## src/rtl/st7735_rx_if.sv

```systemverilog
// Bundle between the ST7735 SPI pins and the decoded command/pixel stream.
// ERR joins the bundle only when ST7735_RX_ERR_EN is defined.
interface st7735_rx_if #(
  parameter int COORD_W = 8
);
  logic               CS;
  logic               MOSI;
  logic               DC;
  logic               LCD_CLK;
  logic               CMD_VALID;
  logic [7:0]         CMD_BYTE;
  logic               PIX_VALID;
  logic [COORD_W-1:0] PIX_X;
  logic [COORD_W-1:0] PIX_Y;
  logic [15:0]        PIX_DATA;
  logic               FRAME_DONE;
`ifdef ST7735_RX_ERR_EN
  logic               ERR;
`endif

  modport master (
`ifdef ST7735_RX_ERR_EN
    input  ERR,
`endif
    output CS,
    output MOSI,
    output DC,
    output LCD_CLK,
    input  CMD_VALID,
    input  CMD_BYTE,
    input  PIX_VALID,
    input  PIX_X,
    input  PIX_Y,
    input  PIX_DATA,
    input  FRAME_DONE
  );

  modport slave (
`ifdef ST7735_RX_ERR_EN
    output ERR,
`endif
    input  CS,
    input  MOSI,
    input  DC,
    input  LCD_CLK,
    output CMD_VALID,
    output CMD_BYTE,
    output PIX_VALID,
    output PIX_X,
    output PIX_Y,
    output PIX_DATA,
    output FRAME_DONE
  );
endinterface

```

## src/rtl/st7735_rx.sv

```systemverilog
// ST7735 4-wire SPI receiver: byte reassembly plus CASET/RASET/RAMWR/SWRESET decode.
// Optional sticky protocol-error flag enabled with ST7735_RX_ERR_EN.
module st7735_rx #(
  parameter int WIDTH       = 128,
  parameter int HEIGHT      = 160,
  parameter int COORD_W     = 8,
  parameter int SYNC_STAGES = 2
) (
  input  logic         SYSTEM_CLK,
  input  logic         RESET,
  st7735_rx_if.slave   bus
);

  localparam logic [15:0] XE_RST = 16'(WIDTH - 1);
  localparam logic [15:0] YE_RST = 16'(HEIGHT - 1);

  localparam logic [3:0] S_IDLE = 4'd0;
  localparam logic [3:0] S_CA0  = 4'd1;
  localparam logic [3:0] S_CA1  = 4'd2;
  localparam logic [3:0] S_CA2  = 4'd3;
  localparam logic [3:0] S_CA3  = 4'd4;
  localparam logic [3:0] S_RA0  = 4'd5;
  localparam logic [3:0] S_RA1  = 4'd6;
  localparam logic [3:0] S_RA2  = 4'd7;
  localparam logic [3:0] S_RA3  = 4'd8;
  localparam logic [3:0] S_HI   = 4'd9;
  localparam logic [3:0] S_LO   = 4'd10;

  // all four pins share one synchroniser depth so data stays aligned to the clock
  logic [SYNC_STAGES-1:0] cs_q;
  logic [SYNC_STAGES-1:0] mosi_q;
  logic [SYNC_STAGES-1:0] dc_q;
  logic [SYNC_STAGES-1:0] sck_q;
  logic                   sck_d;

  always_ff @(posedge SYSTEM_CLK) begin
    if (RESET) begin
      cs_q   <= '0;
      mosi_q <= '0;
      dc_q   <= '0;
      sck_q  <= '0;
      sck_d  <= 1'b0;
    end else begin
      cs_q   <= {cs_q[SYNC_STAGES-2:0], bus.CS};
      mosi_q <= {mosi_q[SYNC_STAGES-2:0], bus.MOSI};
      dc_q   <= {dc_q[SYNC_STAGES-2:0], bus.DC};
      sck_q  <= {sck_q[SYNC_STAGES-2:0], bus.LCD_CLK};
      sck_d  <= sck_q[SYNC_STAGES-1];
    end
  end

  logic cs_s;
  logic mosi_s;
  logic dc_s;
  logic rise;

  assign cs_s   = cs_q[SYNC_STAGES-1];
  assign mosi_s = mosi_q[SYNC_STAGES-1];
  assign dc_s   = dc_q[SYNC_STAGES-1];
  assign rise   = sck_q[SYNC_STAGES-1] & ~sck_d;

  logic [2:0] bitcnt;
  logic [6:0] shreg;
  logic       byte_vld;
  logic [7:0] byte_val;
  logic       byte_dc;

  always_ff @(posedge SYSTEM_CLK) begin
    if (RESET) begin
      bitcnt   <= 3'd0;
      shreg    <= 7'd0;
      byte_vld <= 1'b0;
      byte_val <= 8'd0;
      byte_dc  <= 1'b0;
    end else begin
      byte_vld <= 1'b0;
      if (cs_s) begin
        bitcnt <= 3'd0;
      end else if (rise) begin
        bitcnt <= bitcnt + 3'd1;
        shreg  <= {shreg[5:0], mosi_s};
        if (bitcnt == 3'd7) begin
          byte_vld <= 1'b1;
          byte_val <= {shreg, mosi_s};
          byte_dc  <= dc_s;
        end
      end
    end
  end

  logic [3:0]  state;
  logic [15:0] xs;
  logic [15:0] xe;
  logic [15:0] ys;
  logic [15:0] ye;
  logic [15:0] cur_x;
  logic [15:0] cur_y;
  logic [7:0]  p0;
  logic [7:0]  p1;
  logic [7:0]  p2;
  logic [7:0]  hi_byte;

  logic               cmd_valid;
  logic [7:0]         cmd_byte;
  logic               pix_valid;
  logic [COORD_W-1:0] pix_x;
  logic [COORD_W-1:0] pix_y;
  logic [15:0]        pix_data;
  logic               frame_done;

  logic        is_cmd;
  logic        is_dat;
  logic        is_caset;
  logic        is_raset;
  logic        is_ramwr;
  logic        is_swrst;
  logic [15:0] w_start;
  logic [15:0] w_end;
  logic [15:0] w_endf;
  logic        at_xe;
  logic        at_ye;

  assign is_cmd   = byte_vld & ~byte_dc;
  assign is_dat   = byte_vld & byte_dc;
  assign is_caset = byte_val == 8'h2A;
  assign is_raset = byte_val == 8'h2B;
  assign is_ramwr = byte_val == 8'h2C;
  assign is_swrst = byte_val == 8'h01;
  assign w_start  = {p0, p1};
  assign w_end    = {p2, byte_val};
  // an inverted window collapses to a single line at the start coordinate
  assign w_endf   = (w_start > w_end) ? w_start : w_end;
  assign at_xe    = cur_x >= xe;
  assign at_ye    = cur_y >= ye;

  always_ff @(posedge SYSTEM_CLK) begin
    if (RESET) begin
      state      <= S_IDLE;
      xs         <= 16'd0;
      xe         <= XE_RST;
      ys         <= 16'd0;
      ye         <= YE_RST;
      cur_x      <= 16'd0;
      cur_y      <= 16'd0;
      p0         <= 8'd0;
      p1         <= 8'd0;
      p2         <= 8'd0;
      hi_byte    <= 8'd0;
      cmd_valid  <= 1'b0;
      cmd_byte   <= 8'd0;
      pix_valid  <= 1'b0;
      pix_x      <= '0;
      pix_y      <= '0;
      pix_data   <= 16'd0;
      frame_done <= 1'b0;
    end else begin
      cmd_valid  <= 1'b0;
      pix_valid  <= 1'b0;
      frame_done <= 1'b0;
      if (is_cmd) begin
        cmd_valid <= 1'b1;
        cmd_byte  <= byte_val;
        state     <= S_IDLE;
        unique case (1'b1)
          is_caset: state <= S_CA0;
          is_raset: state <= S_RA0;
          is_ramwr: begin
            state <= S_HI;
            cur_x <= xs;
            cur_y <= ys;
          end
          is_swrst: begin
            xs <= 16'd0;
            xe <= XE_RST;
            ys <= 16'd0;
            ye <= YE_RST;
          end
          default: ;
        endcase
      end else if (is_dat) begin
        case (state)
          S_CA0, S_RA0: begin
            p0    <= byte_val;
            state <= state + 4'd1;
          end
          S_CA1, S_RA1: begin
            p1    <= byte_val;
            state <= state + 4'd1;
          end
          S_CA2, S_RA2: begin
            p2    <= byte_val;
            state <= state + 4'd1;
          end
          S_CA3: begin
            xs    <= w_start;
            xe    <= w_endf;
            state <= S_IDLE;
          end
          S_RA3: begin
            ys    <= w_start;
            ye    <= w_endf;
            state <= S_IDLE;
          end
          S_HI: begin
            hi_byte <= byte_val;
            state   <= S_LO;
          end
          S_LO: begin
            pix_valid <= 1'b1;
            pix_x     <= cur_x[COORD_W-1:0];
            pix_y     <= cur_y[COORD_W-1:0];
            pix_data  <= {hi_byte, byte_val};
            state     <= S_HI;
            if (!at_xe) begin
              cur_x <= cur_x + 16'd1;
            end else if (!at_ye) begin
              cur_x <= xs;
              cur_y <= cur_y + 16'd1;
            end else begin
              cur_x      <= xs;
              cur_y      <= ys;
              frame_done <= 1'b1;
            end
          end
          default: ;
        endcase
      end
    end
  end

  assign bus.CMD_VALID  = cmd_valid;
  assign bus.CMD_BYTE   = cmd_byte;
  assign bus.PIX_VALID  = pix_valid;
  assign bus.PIX_X      = pix_x;
  assign bus.PIX_Y      = pix_y;
  assign bus.PIX_DATA   = pix_data;
  assign bus.FRAME_DONE = frame_done;

`ifdef ST7735_RX_ERR_EN
  logic err;
  logic err_cs;
  logic err_cmd;

  assign err_cs  = cs_s & (bitcnt != 3'd0);
  assign err_cmd = is_cmd & (state == S_CA1 || state == S_CA2 ||
                             state == S_CA3 || state == S_RA1 ||
                             state == S_RA2 || state == S_RA3 ||
                             state == S_LO);

  always_ff @(posedge SYSTEM_CLK) begin
    if (RESET) begin
      err <= 1'b0;
    end else if (err_cs || err_cmd) begin
      err <= 1'b1;
    end
  end

  assign bus.ERR = err;
`endif

endmodule

```

## src/flat_wrapper.sv

```systemverilog
// flat-port wrapper written by rule: the top's interface ports become plain ports
module st7735_rx_flat 
#(
  parameter int WIDTH       = 128,
  parameter int HEIGHT      = 160,
  parameter int COORD_W     = 8,
  parameter int SYNC_STAGES = 2
)
  (SYSTEM_CLK, RESET, bus_CS, bus_MOSI, bus_DC, bus_LCD_CLK, bus_CMD_VALID, bus_CMD_BYTE, bus_PIX_VALID, bus_PIX_X, bus_PIX_Y, bus_PIX_DATA, bus_FRAME_DONE);
  st7735_rx_if #(.COORD_W(COORD_W)) bus_i ();
  input  logic SYSTEM_CLK;
  input  logic RESET;
  input wire logic [$bits(bus_i.CS)-1:0] bus_CS;
  input wire logic [$bits(bus_i.MOSI)-1:0] bus_MOSI;
  input wire logic [$bits(bus_i.DC)-1:0] bus_DC;
  input wire logic [$bits(bus_i.LCD_CLK)-1:0] bus_LCD_CLK;
  output wire logic [$bits(bus_i.CMD_VALID)-1:0] bus_CMD_VALID;
  output wire logic [$bits(bus_i.CMD_BYTE)-1:0] bus_CMD_BYTE;
  output wire logic [$bits(bus_i.PIX_VALID)-1:0] bus_PIX_VALID;
  output wire logic [$bits(bus_i.PIX_X)-1:0] bus_PIX_X;
  output wire logic [$bits(bus_i.PIX_Y)-1:0] bus_PIX_Y;
  output wire logic [$bits(bus_i.PIX_DATA)-1:0] bus_PIX_DATA;
  output wire logic [$bits(bus_i.FRAME_DONE)-1:0] bus_FRAME_DONE;
  assign bus_i.CS = bus_CS;
  assign bus_i.MOSI = bus_MOSI;
  assign bus_i.DC = bus_DC;
  assign bus_i.LCD_CLK = bus_LCD_CLK;
  assign bus_CMD_VALID = bus_i.CMD_VALID;
  assign bus_CMD_BYTE = bus_i.CMD_BYTE;
  assign bus_PIX_VALID = bus_i.PIX_VALID;
  assign bus_PIX_X = bus_i.PIX_X;
  assign bus_PIX_Y = bus_i.PIX_Y;
  assign bus_PIX_DATA = bus_i.PIX_DATA;
  assign bus_FRAME_DONE = bus_i.FRAME_DONE;
  st7735_rx #(.WIDTH(WIDTH), .HEIGHT(HEIGHT), .COORD_W(COORD_W), .SYNC_STAGES(SYNC_STAGES)) u_core (.SYSTEM_CLK(SYSTEM_CLK), .RESET(RESET), .bus(bus_i));
endmodule
```

## config.mk

```make
export PLATFORM = sky130hd
export DESIGN_NAME = st7735_rx_flat
export DESIGN_NICKNAME = d
export VERILOG_FILES = /design/src/rtl/st7735_rx_if.sv /design/src/rtl/st7735_rx.sv /design/src/flat_wrapper.sv
export SDC_FILE = /design/constraint.sdc
export NUM_CORES = 1
export LEC_CHECK = 0
export ABC_AREA = 1
export CORE_MARGIN = 5
export CORE_UTILIZATION = 25
export CTS_CLUSTER_DIAMETER = 30
export DETAILED_ROUTE_END_ITERATION = 8
export PLACE_DENSITY_LB_ADDON = 0.05
export SYNTH_ARGS = -nofsm -noshare
export SYNTH_HDL_FRONTEND = slang
export SYNTH_SLANG_ARGS = --single-unit
```

## constraint.sdc

```tcl
create_clock -name SYSTEM_CLK -period 2.75 [get_ports SYSTEM_CLK]
set_input_delay 0.275 -clock SYSTEM_CLK [delete_from_list [all_inputs] [get_ports SYSTEM_CLK]]
set_output_delay 0.275 -clock SYSTEM_CLK [all_outputs]
set_load 0.005 [all_outputs]
```

==> results.cfg <==
[outcome]
outcome = finished clean

[global_route]
overflow = 0
grt_usage = 0.163
grt_max_degree = 77
grt_pass1_vias = 9255
antenna_found_initial = 0
grt_pass1_wl_um = 55500

[cts]
cts.sinks = 204
hold_buffers = 0
htree_levels = 3
clockBufferDepth = 3
post_cts_buffers = 0
clockRootBuffer = clkbuf_16
insertion_delay_ns = 0.56
cts_resized = 0
tritoncts = done
cts_buffers = 66
clk_pin_slew_ns = 0.04

[die]
core_mm2 = 0.0388
die_h_um = 208
io_pins = 49
chipWidth_um = 208
num_rows = 72
initial_core_util = 0.253
die_area_mm2 = 0.0434

[route]
first_iter_violations = 402
ant_nets = 0
vias = 9191
totalWireLength_um = 35500
vias_per_cell = 4.53
drc = 0
drt_pass1_iterations = 5
wl_per_cell_um = 17.5

[logic_synthesis]
synth_area_mm2 = 0.00984
netlist.area_leader.share = 0.415
yosysTopAreaCell = dfxtp_1
synth_warnings = 0
synth_cells = 1360
yosys-top-cells-area = dfxtp_1, nand2_1, a21oi_1, ha_1, o21ai_0
ys_ff_latch = 204
syn_avg_cell_area_um2 = 7.24
synth_seq_area_share = 0.415
synth_cell_types = 33
synth_nets = 1422

[sta]
fmax_mhz = 417
slew_viol_final = 0
skew_ns = 0.0255
rsz0062_at_grt = no
tightest_slew_ns = 0.937
tns_ns = 0
timing_hold_violations_final = 0
post-route-period-util = 0.873
min_period_ns = 2.40
relSlewSlack = 0.375
setup_viol = 0

[power]
power.leakage_nw = 5.52
p_comb_frac = 0.009
power_mw = 10.2
p_per_area_mw_per_mm2 = 772
internal_power_mw = 7.95
p_clk_frac = 0.698
power_switching_mw = 2.26
vdd_ir_drop_max_mv = 0.477
switching_share = 0.221
seqPwrFrac = 0.293

[place]
port-buffer-count = 48
post-dp-hpwl_um = 24600
place_area_mm2 = 0.0111
routabilityCongestion = 0.799

[critical_path]
criticalPathCategory = reg2reg
critical_path.max_fanout = 17
cp_slowest_cell = dfxtp_1
crit_family = simple AND/OR/NAND/NOR gates
arrival_ns = 2.84
critPathRequiredTime_ns = 3.19
path_cells = ha_1 -> nand2_1 -> nor2_1 -> nand2_1 -> nand2_1 -> nor2_1 -> nand2_1 -> nand2_1 -> nand3_2 -> nand2_2 -> clkinv_2 -> o21ai_0 -> nor2_1
critPathBufInv = 1
reg2reg_slack_ns = 0.35
cpPeakStageDelay_ns = 0.49
critPathLaunchType = register
endpoint_kind = register
crit_top_cell = nand2_1

[finish]
insertedDiodeCount = 0
nets = 1521
final_common_cell = nand2_1
layout-drive-gt1-share = 0.127
mostFrequentLayoutCells = nand2_1, dfxtp_1, a21oi_1
final_area_mm2 = 0.0132
area_growth_pct = 34.5

[job]
timing.max_cap.violations = 0

[worst_hold_path]
hp-class = in2reg
[flip-flops by register name (all words and copies together) (netlist names), 16 cells and up]
name	flops
u_core.bus.PIX_DATA	16
u_core.cur_x	16
u_core.cur_y	16
u_core.xe	16
u_core.xs	16
u_core.ye	16
u_core.ys	16
[final cells by class]
type | count | area [µm²]
clock buffer | 92 | 1880
clock inverter | 26 | 270
fill | 4155 | 25600
inverter | 152 | 573
multi-input combinational | 937 | 4910
sequential | 204 | 4080
tap | 518 | 648
timing repair buffer | 98 | 876
[power groups by stage]
stage / registers, mW / logic (mW) / clock network (mW)
2_1_floorplan: 3.04 / 0.0558 / 0
3_3_place_gp: 3.04 / 0.0962 / 0
3_5_place_dp: 3.04 / 0.0956 / 0
4_1_cts: 2.99 / 0.0958 / 7.29
5_1_grt: 2.99 / 0.105 / 7.48
6_report: 2.99 / 0.0926 / 7.13
[tightest hold or removal path: stages]
cell and delay (ns):
buf_2 0.13, buf_12 0.18, nor2_1 0.12
[path summary, 6_finish.rpt]
| path | start | end | depth (start not counted) |
|---|---|---|---|
| min reg2reg | u_core.cs_q[0] | u_core.cs_q[1] | 2 |
| min | RESET | u_core.dc_q[1] | 3 |
| max reg2reg | u_core.cur_x[2] | u_core.cur_y[3] | 13 |
| max | u_core.cur_x[2] | u_core.cur_y[3] | 13 |
[cells in the mapped netlist, drive strengths merged]
cell type / instances
a211oi: 2
a21oi: 168
a31oi: 1
buf: 22
clkbuf: 45
clkinv: 4
dfxtp: 204
ha: 56
inv: 148
nand2: 284
nand3: 81
nand3b: 13
nand4: 35
nor2: 127
nor3: 10
nor4: 5
o211ai: 2
o21a: 1
o21ai: 129
o21bai: 3
xnor2: 10
xor2: 10
[per-stage QoR]
step | util | worst slack [ns] | hold slack [ns] | cells
3_5_place_dp | 0.286 | 0.317 | 0.398 | 1909
3_3_place_gp | 0.286 | 0.240 | 0.393 | 1909
6_report | 0.341 | 0.350 | 0.202 | 2027
4_1_cts | 0.341 | 0.296 | 0.210 | 2027
2_1_floorplan | - | 0.757 | 0.359 | 1360
5_1_grt | 0.341 | 0.0269 | 0.224 | 2027
[layer usage]
metal  track usage  vias up  wire, µm
li1              -     4703         -
met1         0.221     4283     17400
met2         0.261      147     16000
met3        0.0378       58      1240
met4        0.0462        0       787
met5             0        -         0
[kinds of logic after synthesis]
kind of cell	count (synthesis)	share of synthesized area
xor gates and xnor gates	20	0.0178
buffers and inverters	219	0.0871
adders and majority gates	56	0.0712
AOI/OAI and AO/OA	306	0.163
and+or+nand+nor	555	0.246
DFF	204	0.415
No activity file was read; power rests on OpenSTA's default activity.
